===== src/rtl/neuron_seq_pkg.sv =====
// -----------------------------------------------------------------------------
// neuron_seq_pkg
// Shared definitions for the neuron MAC sequencer:
//   state_t             - sequencer state encoding (3 bits, IDLE=0 .. DONE=4)
//   SEL_W               - width of the shared coefficient/sample select
//   default_acc_width() - accumulator width that holds 2*NumTaps products
//                         plus the offset without overflow
// -----------------------------------------------------------------------------
package neuron_seq_pkg;

    typedef enum logic [2:0] {
        ST_IDLE   = 3'd0,
        ST_LOAD   = 3'd1,
        ST_ACCUM  = 3'd2,
        ST_OFFSET = 3'd3,
        ST_DONE   = 3'd4
    } state_t;

    localparam int SEL_W = 4;

    function automatic int default_acc_width(input int width);
        return 2 * width + 5;
    endfunction

endpackage


===== src/rtl/neuron_sat_relu.sv =====
// -----------------------------------------------------------------------------
// neuron_sat_relu
// Combinational narrowing of the signed accumulator sum to the neuron output
// width. Values outside [-2^(OutWidth-1), 2^(OutWidth-1)-1] are clamped.
// Optional feature macro NEURON_SEQ_RELU_EN: when defined, a negative
// saturated value is replaced by 0 (ReLU activation).
// Ports:
//   din  in  InWidth   signed accumulator sum
//   dout out OutWidth  signed saturated (and optionally rectified) value
// -----------------------------------------------------------------------------
module neuron_sat_relu #(
    parameter int InWidth  = 13,
    parameter int OutWidth = 4
) (
    input  logic signed [InWidth-1:0]  din,
    output logic signed [OutWidth-1:0] dout
);

    localparam logic signed [InWidth-1:0] MAX_V = InWidth'(2 ** (OutWidth - 1) - 1);
    // Bitwise inverse of 2^k-1 is -2^k in two's complement.
    localparam logic signed [InWidth-1:0] MIN_V = ~MAX_V;

    logic signed [OutWidth-1:0] sat;

    always_comb begin
        sat = din[OutWidth-1:0];
        if (din > MAX_V) begin
            sat = MAX_V[OutWidth-1:0];
        end else if (din < MIN_V) begin
            sat = MIN_V[OutWidth-1:0];
        end
    end

`ifdef NEURON_SEQ_RELU_EN
    assign dout = sat[OutWidth-1] ? '0 : sat;
`else
    assign dout = sat;
`endif

endmodule


===== src/rtl/neuron_mac_sequencer.sv =====
// -----------------------------------------------------------------------------
// neuron_mac_sequencer
// Control and accumulate engine for one neuron. A Start in IDLE loads the
// coefficient bank (one EnableRegisterIn cycle), steps the shared select
// through NumTaps taps accumulating CoeffX*DataX + CoeffY*DataY, adds Offset,
// saturates into Result and pulses Done.
// Optional feature macro NEURON_SEQ_RELU_EN (see neuron_sat_relu).
// Ports:
//   CLK, reset_n        clock (rising edge), async active-low reset
//   Start               evaluation request, sampled only in IDLE
//   Busy                high in every state except IDLE
//   Done                one-cycle pulse in DONE; Result valid from same edge
//   EnableRegisterIn    coefficient bank load strobe (LOAD state)
//   SELCoeffX/Y         shared tap select (idx in ACCUM, 0 otherwise)
//   CoeffX/Y, DataX/Y   signed selected coefficients / samples
//   Offset              signed bank offset
//   Result              signed saturated output, registered, held
//   DbgState            current sequencer state
// Handshake: Start is a level request; it is taken on any edge where the
// sequencer is in IDLE and ignored (not queued) otherwise. Done is a single
// cycle qualifier for Result with no back-pressure.
// -----------------------------------------------------------------------------
module neuron_mac_sequencer
    import neuron_seq_pkg::*;
#(
    parameter int Width    = 4,
    parameter int NumTaps  = 10,
    parameter int AccWidth = default_acc_width(Width)
) (
    input  logic                    CLK,
    input  logic                    reset_n,
    input  logic                    Start,
    output logic                    Busy,
    output logic                    Done,
    output logic                    EnableRegisterIn,
    output logic [SEL_W-1:0]        SELCoeffX,
    output logic [SEL_W-1:0]        SELCoeffY,
    input  logic signed [Width-1:0] CoeffX,
    input  logic signed [Width-1:0] CoeffY,
    input  logic signed [Width-1:0] DataX,
    input  logic signed [Width-1:0] DataY,
    input  logic signed [Width-1:0] Offset,
    output logic signed [Width-1:0] Result,
    output logic [2:0]              DbgState
);

    localparam logic [SEL_W-1:0] LAST_IDX = SEL_W'(NumTaps - 1);

    state_t                      state_q, state_d;
    logic [SEL_W-1:0]            idx_q, idx_d;
    logic signed [AccWidth-1:0]  acc_q, acc_d;
    logic signed [Width-1:0]     result_q, result_d;

    logic signed [2*Width-1:0]   prod_x, prod_y;
    logic signed [AccWidth-1:0]  sum_off;
    logic signed [Width-1:0]     sat_out;

    assign prod_x  = CoeffX * DataX;
    assign prod_y  = CoeffY * DataY;
    assign sum_off = acc_q + AccWidth'(Offset);

    neuron_sat_relu #(
        .InWidth (AccWidth),
        .OutWidth(Width)
    ) u_sat (
        .din (sum_off),
        .dout(sat_out)
    );

    always_ff @(posedge CLK or negedge reset_n) begin
        if (!reset_n) begin
            state_q  <= ST_IDLE;
            idx_q    <= '0;
            acc_q    <= '0;
            result_q <= '0;
        end else begin
            state_q  <= state_d;
            idx_q    <= idx_d;
            acc_q    <= acc_d;
            result_q <= result_d;
        end
    end

    always_comb begin
        state_d          = state_q;
        idx_d            = idx_q;
        acc_d            = acc_q;
        result_d         = result_q;
        Busy             = (state_q != ST_IDLE);
        Done             = (state_q == ST_DONE);
        EnableRegisterIn = (state_q == ST_LOAD);
        SELCoeffX        = (state_q == ST_ACCUM) ? idx_q : '0;

        case (state_q)
            ST_IDLE: begin
                if (Start) state_d = ST_LOAD;
            end
            ST_LOAD: begin
                acc_d   = '0;
                idx_d   = '0;
                state_d = ST_ACCUM;
            end
            ST_ACCUM: begin
                // Products are sign-extended before the add so the
                // accumulator never wraps.
                acc_d = acc_q + AccWidth'(prod_x) + AccWidth'(prod_y);
                if (idx_q == LAST_IDX) begin
                    state_d = ST_OFFSET;
                end else begin
                    idx_d = idx_q + SEL_W'(1);
                end
            end
            ST_OFFSET: begin
                result_d = sat_out;
                state_d  = ST_DONE;
            end
            ST_DONE: begin
                state_d = ST_IDLE;
            end
            default: begin
                state_d = ST_IDLE;
            end
        endcase
    end

    assign SELCoeffY = SELCoeffX;
    assign Result    = result_q;
    assign DbgState  = state_q;

endmodule


===== config.mk =====
export PLATFORM = sky130hd
export DESIGN_NAME = neuron_mac_sequencer
export DESIGN_NICKNAME = d
export VERILOG_FILES = /design/src/rtl/neuron_seq_pkg.sv /design/src/rtl/neuron_sat_relu.sv /design/src/rtl/neuron_mac_sequencer.sv
export SDC_FILE = /design/constraint.sdc
export NUM_CORES = 1
export LEC_CHECK = 0
export BUFFER_PORTS_ARGS = -buffer_cell sky130_fd_sc_hd__buf_2
export CORE_ASPECT_RATIO = 0.75
export CORE_MARGIN = 5
export CORE_UTILIZATION = 66
export CTS_CLUSTER_DIAMETER = 80
export DETAILED_ROUTE_END_ITERATION = 16
export MAX_ROUTING_LAYER = met4
export PLACE_DENSITY = 0.88
export SLEW_MARGIN = 30
export SYNTH_ARGS = -nofsm -noshare
export SYNTH_HDL_FRONTEND = slang
export SYNTH_SLANG_ARGS = --single-unit

===== constraint.sdc =====
create_clock -name CLK -period 7.9 [get_ports CLK]
set_clock_uncertainty 0.15 [all_clocks]
set_input_delay 1.975 -clock CLK [delete_from_list [all_inputs] [get_ports CLK]]
set_output_delay 1.975 -clock CLK [all_outputs]
set_load 0.02 [all_outputs]

==> results of run 1 <==
## per-layer routing
metal,routed length [um],track usage,share of wire
met5,0,-,0
met4,89,0.0398,0.010
met3,393,0.0301,0.046
met2,4340,0.387,0.51
met1,3740,0.307,0.44
## area by class of cell
type,instances,area [sq um]
Clock buffer,3,41.3
Clock inverter,1,30.0
Fill cell,424,1470
Inverter,65,244
Multi-Input combinational cell,329,3220
Sequential cell,24,601
Tap cell,78,97.6
Timing Repair Buffer,41,208
## cell usage in the layout (no fill, tap or decap), types with 4 or more instances in the layout
master    instances
and2_1           23
fa_1             56
o21bai_1          4
nand3_1          11
buf_2            40
a21o_1            6
nor3_1            6
a21oi_1          13
ha_1             52
a31oi_1           4
a22o_1            9
xnor2_1          19
xor2_1            9
o21ai_0          18
dfrtp_1          24
nand2_1          19
nand2b_1          6
nor2b_1           5
inv_1            65
nor2_1           24
## critical path: stages
cell      delay, ns
buf_2          0.10
and2_1         0.46
inv_1          0.12
fa_1           0.52
inv_1          0.05
fa_1           0.46
fa_1           0.49
inv_1          0.05
fa_1           0.53
inv_1          0.05
fa_1           0.45
ha_1           0.38
o21ai_0        0.26
o21bai_1       0.13
a31oi_1        0.26
o21ai_1        0.16
o41ai_2        0.25
xnor2_1        0.18
a21oi_1        0.10
mux2i_1        0.16
## cell families after synthesis
family / count (synthesis)
compound gates: 79
buf+inv: 73
fa+ha+maj: 108
simple gates: 110
flops: 24
xor+xnor: 28
mux: 4
## per-stage QoR
stage	instance area (sq um)	setup WS (ns)	util	hold WS, ns	cells
floorplan	4110	1.12	-	0.357	426
global placement	4370	0.709	0.739	0.338	537
detailed placement	4370	0.551	0.739	0.344	537
CTS	4450	0.823	0.751	0.365	541
global route	4450	0.526	0.751	0.398	541
finish	4450	0.807	0.751	0.367	541
## flip-flops by register name (all words and copies together) (netlist names)
signal	count
Result	4
acc_q	13
DbgState	3
idx_q	4
## final timing paths
check	from	to	slack [ns]	cells past startpoint
min	Result[3]	Result[3]	0.37	1
max	DataY[0]	acc_q[12]	0.81	20
min in group asynchronous	reset_n	Result[0]	1.53	1
max reg2reg	acc_q[2]	acc_q[12]	2.83	18
max in group asynchronous	reset_n	acc_q[12]	5.68	1
min reg2reg	Result[3]	Result[3]	0.37	1
==> impl_results.md, run 1 <==
* Drt pass-1 iters at 4
* Final Hold Fails at 0
* Adder-Cell Fraction of Synth Area at 0.431
* IO Count at 41
* # port buffers at 40
* Congestion Overflow GR at 0
* Unique masters post-synth at 53
* CTS Buffer Depth at 2
* CTS Buf Count at 3
* DR vias at 3,188
* Setup bufs post-CTS at 0
* Die area at 7920 sq um
* Average size of a mapped cell at 9.65 sq um
* Antenna cells at 0
* RSZ-0062 raised after global routing: false
* Initial Utilization at 0.695
* Cells after Synth at 426
* Nets at 595
* F_max at 141 MHz
* Root buffer cell: clkbuf_8
* Vias in the first global route at 3,240
* Clk pin slew, worst setup/hold paths at 0.10 ns
* FP Rows at 24
* Per-cell routed wire length at 15.8 um
* Hold buffer count at cts at 0
* Post-synthesis mux area share at 0.0104
* Layout cells sized above 1 at 0.136
* Synth Area in Simple Gates at 0.141
* CP Class: in2reg
* Endpoints failing setup at 0
* Core Area at 5920 sq um
* First-pass GRT wire length at 14.6 mm
* Crit path launch type: input port
* Post-Synth XOR/XNOR Area at 0.0597
* EDFF count, synth at 0
* Endpoint kind of the worst setup timing path: flop
* Die H at 78.3 um
* Register bit total from synthesis at 24
* Post-Syn Area at 4110 sq um
* Total GRT Usage at 0.231
* Die width at 101 um
* Pins Over Slew Limit at 0
* Skew-Pair Late Insertion Delay at 0.28 ns
* Compound-Gate Fraction of Synth Area at 0.141
* Max Fanout on Critical Path at 10
* Synth area leaders: fa_1 27%, ha_1 16%, dfrtp_1 15%, inv_1 5.9%, xnor2_1 4.0%
* Status: finished, final reports clean
* Ys Warns at 0
* Worst EP arrival at 7.15 ns
* Setup TNS at 0 ns
* Count leader, synth: inv_1
* GPL Wtd Cong at 0.870
* Post-synthesis sequential area ratio at 0.146
* H-tree Lvls at 1
* Starting DRT DRC Count at 267
* CTS tree: done
* Post-DR vias/cell at 5.89
* Cell accounting for the most synthesized area: fa_1
* CP required at 7.96 ns
* Largest net degree at the start of global routing at 25
* Primary FF master, synth: dfrtp_1
* DP Wirelength at 7.27 mm
* Clock tree sinks at 24
* Post-Route WL at 8.57 mm
* Tmin final at 7.09 ns
* Worst slew pin tran at 0.919 ns
* Initial antenna violation count at 0
* Largest family of logic cells by synthesized area: adder cells
* Antenna viol nets, final at 0
* Cts repair resizes at 0
* Drt drc at 0
* Ys async rst share at 1.00
* Post-synthesis to final-layout area growth at 8.19%
* Max-Cap Viols at 0
* Relative slew margins at 0.385
* Worst hold path type: reg2reg
* Fin crit share at 0.898
* Yosys top cell area share at 0.273
* Top cells by count, synth: 65 x inv_1, 56 x fa_1, 52 x ha_1, 24 x dfrtp_1, 24 x nor2_1
* Post-Syn Nets at 557
Power of run 1 is not shown: default switching activity piles up to over one toggle a cycle in this logic, so the estimate is an artifact.
==> inputs of run 2 (changes only) <==
--- a/config.mk
+++ b/config.mk
@@ -6,7 +6,6 @@
 export NUM_CORES = 1
 export LEC_CHECK = 0
 export BUFFER_PORTS_ARGS = -buffer_cell sky130_fd_sc_hd__buf_2
-export CORE_ASPECT_RATIO = 0.75
 export CORE_MARGIN = 5
 export CORE_UTILIZATION = 66
 export CTS_CLUSTER_DIAMETER = 80
==> run 2 against run 1 <==
Compared with the run above: worst hold slack better by 0.00059 ns; cell area about the same; worst setup slack worse by 0.037 ns; global-route usage up 2.0 points; wire length is 0.57% lower; non-clock buffer count did not move; flip-flop and latch count is the same; first-iteration DRC count shrank 45%; cell count shrank 0.55%; sequential share of layout area barely moved; maximum frequency decreased by 0.52%; critical path type unchanged.
==> impl_results.md, run 2 (synthesis results as in run 1) <==
* Core Area at 5990 sq um (was 5920 sq um)
* Per-cell routed wire length at 15.8 um (about the same)
* RSZ-0062 raised after global routing: false (unchanged)
* First-pass GRT wire length at 15.2 mm (was 14.6 mm)
* Cts repair resizes at 0 (unchanged)
* Worst EP arrival at 7.19 ns (was 7.15 ns)
* DR vias at 3,118 (was 3,188)
* Reg2reg end: acc_q[12] (unchanged)
* Skew-Pair Late Insertion Delay at 0.28 ns (about the same)
* Drt drc at 0 (unchanged)
* Crit path launch type: input port (unchanged)
* H-tree Lvls at 1 (unchanged)
* Initial antenna violation count at 0 (unchanged)
* Drt pass-1 iters at 4 (unchanged)
* CTS Buf Count at 3 (unchanged)
* CTS tree: done (unchanged)
* Setup bufs post-CTS at 0 (unchanged)
* Die area at 7900 sq um (was 7920 sq um)
* Tmin final at 7.13 ns (was 7.09 ns)
* FP Rows at 28 (was 24)
* CP Class: in2reg (unchanged)
* Die H at 88.9 um (was 78.3 um)
* Relative slew margins at 0.458 (was 0.385)
* Max-Cap Viols at 0 (unchanged)
* Worst hold path type: reg2reg (unchanged)
* Root buffer cell: clkbuf_8 (unchanged)
* # port buffers at 40 (unchanged)
* Largest Register: acc_q (unchanged)
* Post-synthesis to final-layout area growth at 8.10% (was 8.19%)
* Antenna viol nets, final at 0 (unchanged)
* Most frequent cells in the layout: 65 x inv_1, 56 x fa_1, 52 x ha_1 (unchanged)
* Die width at 88.9 um (was 101 um)
* Congestion Overflow GR at 0 (unchanged)
* Largest register FFs at 13 (unchanged)
* Nets at 595 (unchanged)
* Max Fanout on Critical Path at 10 (unchanged)
* Hold path start: Result[3] (unchanged)
* GPL Wtd Cong at 0.856 (was 0.870)
* Largest net degree at the start of global routing at 25 (unchanged)
* CP required at 7.95 ns (was 7.96 ns)
* Pins Over Slew Limit at 0 (unchanged)
* Fin crit share at 0.903 (was 0.898)
* F_max at 140 MHz (was 141 MHz)
* Hold path depth at 1 (unchanged)
* Most common cell after layout, fill and taps aside: inv_1 (unchanged)
* IO Count at 41 (unchanged)
* Endpoint kind of the worst setup timing path: flop (unchanged)
* R2R depth at 18 (unchanged)
* Setup TNS at 0 ns (unchanged)
* Total GRT Usage at 0.252 (was 0.231)
* CTS Buffer Depth at 2 (unchanged)
* Final Hold Fails at 0 (unchanged)
* Clock tree sinks at 24 (unchanged)
* Initial Utilization at 0.686 (was 0.695)
* Hold buffer count at cts at 0 (unchanged)
* Worst slew pin tran at 0.810 ns (was 0.919 ns)
* Layout cells sized above 1 at 0.136 (unchanged)
* R2r startpoint: acc_q[2] (unchanged)
* Endpoints failing setup at 0 (unchanged)
* Starting DRT DRC Count at 148 (was 267)
* Hold Path Sink: Result[3] (unchanged)
* DP Wirelength at 7.21 mm (was 7.27 mm)
* Flop-to-flop setup slack at 2.86 ns (was 2.83 ns)
* Antenna cells at 0 (unchanged)
* Vias in the first global route at 3,312 (was 3,240)
* Post-Route WL at 8.52 mm (was 8.57 mm)
* Clk pin slew, worst setup/hold paths at 0.09 ns (was 0.10 ns)
* Post-DR vias/cell at 5.80 (was 5.89)
* Crit path launch: DataY[0] (unchanged)
* Status: finished, final reports clean (unchanged)
[run 2: worst max-delay path, cell delays in order]
cell and delay [ns]:
buf_2 0.11, and2_1 0.47, inv_1 0.14, fa_1 0.53
inv_1 0.05, fa_1 0.46, fa_1 0.49, inv_1 0.06
fa_1 0.53, inv_1 0.05, fa_1 0.45, ha_1 0.38
o21ai_0 0.27, o21bai_1 0.13, a31oi_1 0.26, o21ai_1 0.16
o41ai_2 0.24, xnor2_1 0.17, a21oi_1 0.08, mux2i_1 0.17
[run 2: layer usage]
metal / GRT usage / routed length (um)
met1: 0.321 / 3560
met2: 0.437 / 4550
met3: 0.0276 / 248
met4: 0.0508 / 159
met5: - / 0
[run 2: worst max-delay path by stage]
stage,to,depth (start not counted)
2_1_floorplan,acc_q[12],19
3_3_place_gp,acc_q[12],20
3_5_place_dp,acc_q[12],20
4_1_cts,acc_q[12],20
5_1_grt,acc_q[12],20
6_report,acc_q[12],20
[run 2: final cells by class]
type / instances / area (sq um)
Tap cell: 75 / 93.8
Fill cell: 434 / 1550
Timing Repair Buffer: 41 / 208
Multi-Input combinational cell: 329 / 3220
Clock inverter: 1 / 30.0
Clock buffer: 3 / 41.3
Inverter: 65 / 244
Sequential cell: 24 / 601
[run 2: stage by stage]
stage	instance area, sq um	setup WS, ns	instances	util	hold slack, ns
2_1_floorplan	4110	1.12	426	-	0.357
6_report	4440	0.770	538	0.741	0.367
3_5_place_dp	4370	0.495	534	0.730	0.347
3_3_place_gp	4370	0.745	534	0.730	0.336
5_1_grt	4440	0.420	538	0.741	0.396
4_1_cts	4440	0.765	538	0.741	0.369
Power of run 2 is left out for the same reason.
